===== src/rtl/ram_sync_fill.sv =====
// ram_sync_fill: single-port synchronous RAM with registered reads and a
// built-in fill engine that sweeps a constant or address-XOR pattern over
// every word. The fill owns the array while busy; user accesses are dropped.
module ram_sync_fill #(
  parameter int ADDR_W = 7,
  parameter int DATA_W = 16,
  parameter int DEPTH  = 2**ADDR_W
) (
  input  logic              clk,
  input  logic              _rst,
  input  logic [ADDR_W-1:0] adrs,
  input  logic [DATA_W-1:0] din,
  input  logic              _ce,
  input  logic              _we,
  input  logic              _oe,
  output logic [DATA_W-1:0] dout,
  output logic              rd_valid,
  input  logic              fill_start,
  input  logic              fill_mode,
  input  logic [DATA_W-1:0] fill_pattern,
  output logic              busy,
  output logic              fill_done,
  output logic              acc_drop
);

  typedef enum logic [1:0] {IDLE, FILL, DONE} state_t;

  state_t            state, state_nxt;
  logic [ADDR_W-1:0] fa;
  logic [DATA_W-1:0] pattern_q;
  logic              mode_q;
  logic [DATA_W-1:0] fill_data;
  logic [DATA_W-1:0] rd_q;
  logic [DATA_W-1:0] mem [DEPTH];

  logic acc, in_rng, acc_ok, fa_last, fill_go;

  assign acc       = ~_ce;
  assign in_rng    = 32'(adrs) < 32'(DEPTH);
  // fill_start steals the cycle even while busy, so a user access in that
  // cycle is dropped regardless of whether the start itself is honoured.
  assign acc_ok    = acc & ~busy & ~fill_start & in_rng;
  assign fill_go   = fill_start & (state == IDLE);
  assign fa_last   = (fa == ADDR_W'(DEPTH-1));
  assign fill_data = mode_q ? (pattern_q ^ DATA_W'(fa)) : pattern_q;

  assign busy      = (state != IDLE);
  assign fill_done = (state == DONE);
  assign dout      = _oe ? '0 : rd_q;

  // FSM state register
  always_ff @(posedge clk or negedge _rst) begin
    if (!_rst) state <= IDLE;
    else       state <= state_nxt;
  end

  // FSM next-state: one DONE cycle after the last fill write
  always_comb begin
    state_nxt = state;
    case (state)
      IDLE:    if (fill_start) state_nxt = FILL;
      FILL:    if (fa_last)    state_nxt = DONE;
      DONE:                    state_nxt = IDLE;
      default:                 state_nxt = IDLE;
    endcase
  end

  // Fill context: pattern/mode captured only on an honoured start, so a
  // start pulse mid-fill cannot disturb the running sweep.
  always_ff @(posedge clk or negedge _rst) begin
    if (!_rst) begin
      fa        <= '0;
      pattern_q <= '0;
      mode_q    <= 1'b0;
    end else if (fill_go) begin
      fa        <= '0;
      pattern_q <= fill_pattern;
      mode_q    <= fill_mode;
    end else if (state == FILL) begin
      fa        <= fa_last ? '0 : fa + ADDR_W'(1);
    end
  end

  // Array write port: fill has priority (acc_ok is already low while busy)
  always_ff @(posedge clk) begin
    if (state == FILL)        mem[fa]   <= fill_data;
    else if (acc_ok && !_we)  mem[adrs] <= din;
  end

  // Registered read data plus status pulses
  always_ff @(posedge clk or negedge _rst) begin
    if (!_rst) begin
      rd_q     <= '0;
      rd_valid <= 1'b0;
      acc_drop <= 1'b0;
    end else begin
      rd_valid <= acc_ok & _we;
      acc_drop <= acc & ~acc_ok;
      if (acc_ok && _we) rd_q <= mem[adrs];
    end
  end

endmodule


===== config.mk =====
export PLATFORM = sky130hd
export DESIGN_NAME = ram_sync_fill
export DESIGN_NICKNAME = d
export VERILOG_FILES = /design/src/rtl/ram_sync_fill.sv
export SDC_FILE = /design/constraint.sdc
export NUM_CORES = 2
export LEC_CHECK = 0
export CAP_MARGIN = 25
export CORE_ASPECT_RATIO = 0.8
export CORE_MARGIN = 2
export CORE_UTILIZATION = 45
export CTS_CLUSTER_SIZE = 40
export DETAILED_ROUTE_END_ITERATION = 8
export PLACE_DENSITY_LB_ADDON = 0.25
export SLEW_MARGIN = 10
export SYNTH_ARGS = -nofsm -noshare
export SYNTH_HDL_FRONTEND = slang
export SYNTH_SLANG_ARGS = --single-unit

===== constraint.sdc =====
create_clock -name clk -period 22.5 [get_ports clk]
set_input_delay 4.5 -clock clk [delete_from_list [all_inputs] [get_ports clk]]
set_output_delay 4.5 -clock clk [all_outputs]
set_load 0.02 [all_outputs]

==> out/results.txt <==
Seq/Total Area, Yosys = 76.5%
routed len/inst = 33.7 µm
Area Growth Syn to Fin = 12.8%
Core ar. = 0.180 mm²
Yosys cell types = 67
Mapped Area = 0.0818 mm²
Hold Buf Count CTS = 0
fin. max-slew vios = 0
Mapped Cells = 4024
placer's final routability congestion estimate = 0.895
clk sinks = 2092
Post-Route Utilization = 51.3%
Peak Freq = 0.0913 GHz
first-pass GRT wire length = 325000 µm
storage element area = 0.0626 mm²
Reg2Reg Depth = 7
IR drop worst, VDD = 0.0812 mV
register share of total power = 52.6%
Critical Path Slowest Stage Cell = clkdlybuf4s50_1
IO Count = 66
Seq cells post-synth = 2092
WP data arrival = 6.45 ns
global route total overflow = 0
initial DRC count = 6163
largest net degree at the start of global routing = 96
Leak = 29.4 nW
Antenna Violating Nets Remaining = 0
Crit path largest cell delay = 0.95 ns
final worst path period share = 48.7%
Cell Area, Placed = 0.0861 mm²
CP startpoint kind = input pin
hold path depth = 1
WHS = 0.506 ns
final instance area = 0.0923 mm²
Internal = 6.99 mW
warnings from Yosys = 0
Routed Wire Length = 232000 µm
Port Buffers = 65
EDFF count, synth = 2048
Final Setup Violations = 0
final worst setup slack = 11.55 ns
clk root buf = clkbuf_16
mean area per synthesized cell = 20.3 µm²
Setup TNS Final = 0 ns
clock tree buffer depth = 3
GRT Overall Usage = 25.1%
Die Wd = 481 µm
clock transition at the registers of the reported paths = 0.06 ns
clock share of power = 33.6%
non-filler cells, final = 6869
Clk Latency, worst-skew pair = 0.84 ns
Hold Crit Class = reg -> reg
DR vias = 42905
placed insts = 6494
status = complete, no violations
Max Fanout on Critical Path = 16
CTS Buf Count = 195
final hold violations = 0
max cap viols = 0
post-CTS setup buffers = 0
drt pass-1 iters = 6
fin nets = 4348
DRC Markers = 0
Comb pwr share = 13.8%
worst relative slew slack = 25.3%
initial antenna violation count = 19
Post-CTS Resized = 0
die height = 385 µm
Worst Setup Path Type = in -> out
overall power = 9.56 mW
Initial Utilization = 45.4%
Die Area = 0.185 mm²
fill count = 14203
CTS H-tree lvls = 4
clk_skew = 0.0382 ns
Core Rows = 139
Worst-Margin Slew = 1.11 ns
Synth Flop Type = edfxtp_1
CTS tree = done
DR vias/cell = 6.25
switching portion of total power = 26.9%
unrepaired setup endpoints after global routing = false
Sw Pwr = 2.57 mW
Req. time, crit path = 18.00 ns
DP HPWL = 141000 µm
syn nets = 4071
critical path cell sequence = clkdlybuf4s50_1, nor2_1, clkdlybuf4s50_1
share of layout cells above drive strength 1 = 22.0%
Critical Path Sink Type = primary output
vias in the first global route = 41456
CP dominant cell by count = clkdlybuf4s50_1
area of the multi-input gates = 0.0179 mm²
Post-synth ARST share = 2.10%
Post-Place Worst Slack = 11.50 ns
Min Clock Period, post-route = 10.95 ns
pwr dens = 104 mW/mm²
## power groups by stage
stage | clock network [mW] | logic (mW) | registers [mW]
2_1_floorplan | 0 | 0.628 | 5.21
3_3_place_gp | 0 | 1.27 | 5.11
3_5_place_dp | 0 | 1.31 | 5.12
4_1_cts | 3.25 | 1.31 | 5.03
5_1_grt | 3.41 | 1.39 | 5.04
6_report | 3.21 | 1.32 | 5.03
## Yosys cell counts, types with 6 or more instances
master	instances	area (µm²)
nand2_1	194	728
a31oi_1	22	138
o2111ai_1	7	61.3
nor2b_1	27	169
clkbuf_1	80	300
and2_1	19	119
buf_1	14	52.6
o221ai_1	58	508
mux4_2	378	8510
nand4_1	12	75.1
buf_8	16	240
mux4_1	16	420
a21oi_1	45	225
a221oi_1	11	96.3
o21ai_0	73	365
a22oi_1	73	548
inv_1	8	30.0
nor3_1	33	165
buf_6	40	450
a311oi_1	6	52.6
buf_2	59	295
nand3_1	36	180
xor2_1	8	70.1
o32ai_1	10	87.6
nand3b_1	9	67.6
o22ai_1	41	257
mux2i_1	270	2700
a32oi_1	6	52.6
a22o_1	11	96.3
o31ai_1	10	75.1
mux2_2	31	349
a211oi_1	18	135
dfrtp_1	44	1100
a2111oi_0	9	78.8
nand2b_1	12	75.1
nor2_1	179	672
edfxtp_1	2048	61500
buf_4	19	143
o211ai_1	15	113
## per-layer routing
| metal | global-route usage [%] | vias up | share of wire, % | wire, µm |
|---|---|---|---|---|
| li1 | - | 17261 | - | - |
| met1 | 37.1 | 22775 | 41 | 95800 |
| met2 | 36.1 | 2467 | 44 | 102000 |
| met3 | 6.64 | 386 | 11 | 26400 |
| met4 | 8.21 | 16 | 3.3 | 7710 |
| met5 | 0 | - | 0.041 | 94 |
## cell type report
class	instances	share of cell area (%)
well taps	2397	3.25
diodes	4	0.0108
flip-flops and latches	2092	67.8
multi-input cells	1690	19.4
repair buffers	312	2.84
inverters	10	0.0420
clock inverters	112	0.959
clock buffers	252	5.68
## cell usage in the layout (no fill, tap or decap), drive strengths merged, types with 15 or more instances in the layout
cell type / synthesis / final
buf: 150 / 249
edfxtp: 2048 / 2048
nor2b: 27 / 27
o21ai: 78 / 78
clkinv: 1 / 88
o211ai: 15 / 15
o221ai: 59 / 59
nand2: 194 / 194
mux4: 394 / 394
mux2: 31 / 31
and2: 23 / 23
nand3: 36 / 36
nor3: 33 / 33
dfrtp: 44 / 44
inv: 9 / 16
mux2i: 270 / 270
clkdlybuf4s50: 0 / 59
clkbuf: 82 / 255
a21oi: 45 / 45
nor2: 180 / 180
a211oi: 18 / 18
o22ai: 41 / 41
a22oi: 73 / 73
a31oi: 22 / 22
## worst max-delay path: cells and delay by family
kind                   cells  cell delay, ns
AND/OR/NAND/NOR            1            0.35
buffers and inverters      2            1.59
## sequential cells by signal, indices dropped and copies added (netlist names)
register,cells
pattern_q,16
mode_q,1
state,2
rd_q,16
acc_drop,1
mem,2048
fa,7
rd_valid,1
## path summary, 6_finish.rpt
kind | startpoint | end | slack [ns]
setup / recovery | _oe | dout[3] | 11.55
hold / removal | pattern_q[12] | pattern_q[12] | 0.51
setup reg to reg | state[0] | mem[41][15] | 18.24
hold reg to reg | pattern_q[12] | pattern_q[12] | 0.51
max in group asynchronous | _rst | rd_valid | 18.12
min in group asynchronous | _rst | pattern_q[3] | 3.83
## cell families (layout without fill, tap and decap cells)
logic type / count (synthesis) / after routing / synth area share, %
flops: 2092 / 2092 / 76.5
compound gates: 443 / 443 / 3.84
other cells: 0 / 4 / 0
fa+ha+maj: 1 / 1 / 0.0153
simple gates: 543 / 543 / 2.94
xor+xnor: 8 / 8 / 0.0857
mux: 695 / 695 / 14.7
buf+inv: 242 / 686 / 1.92
(Power assumes the default switching activity.)
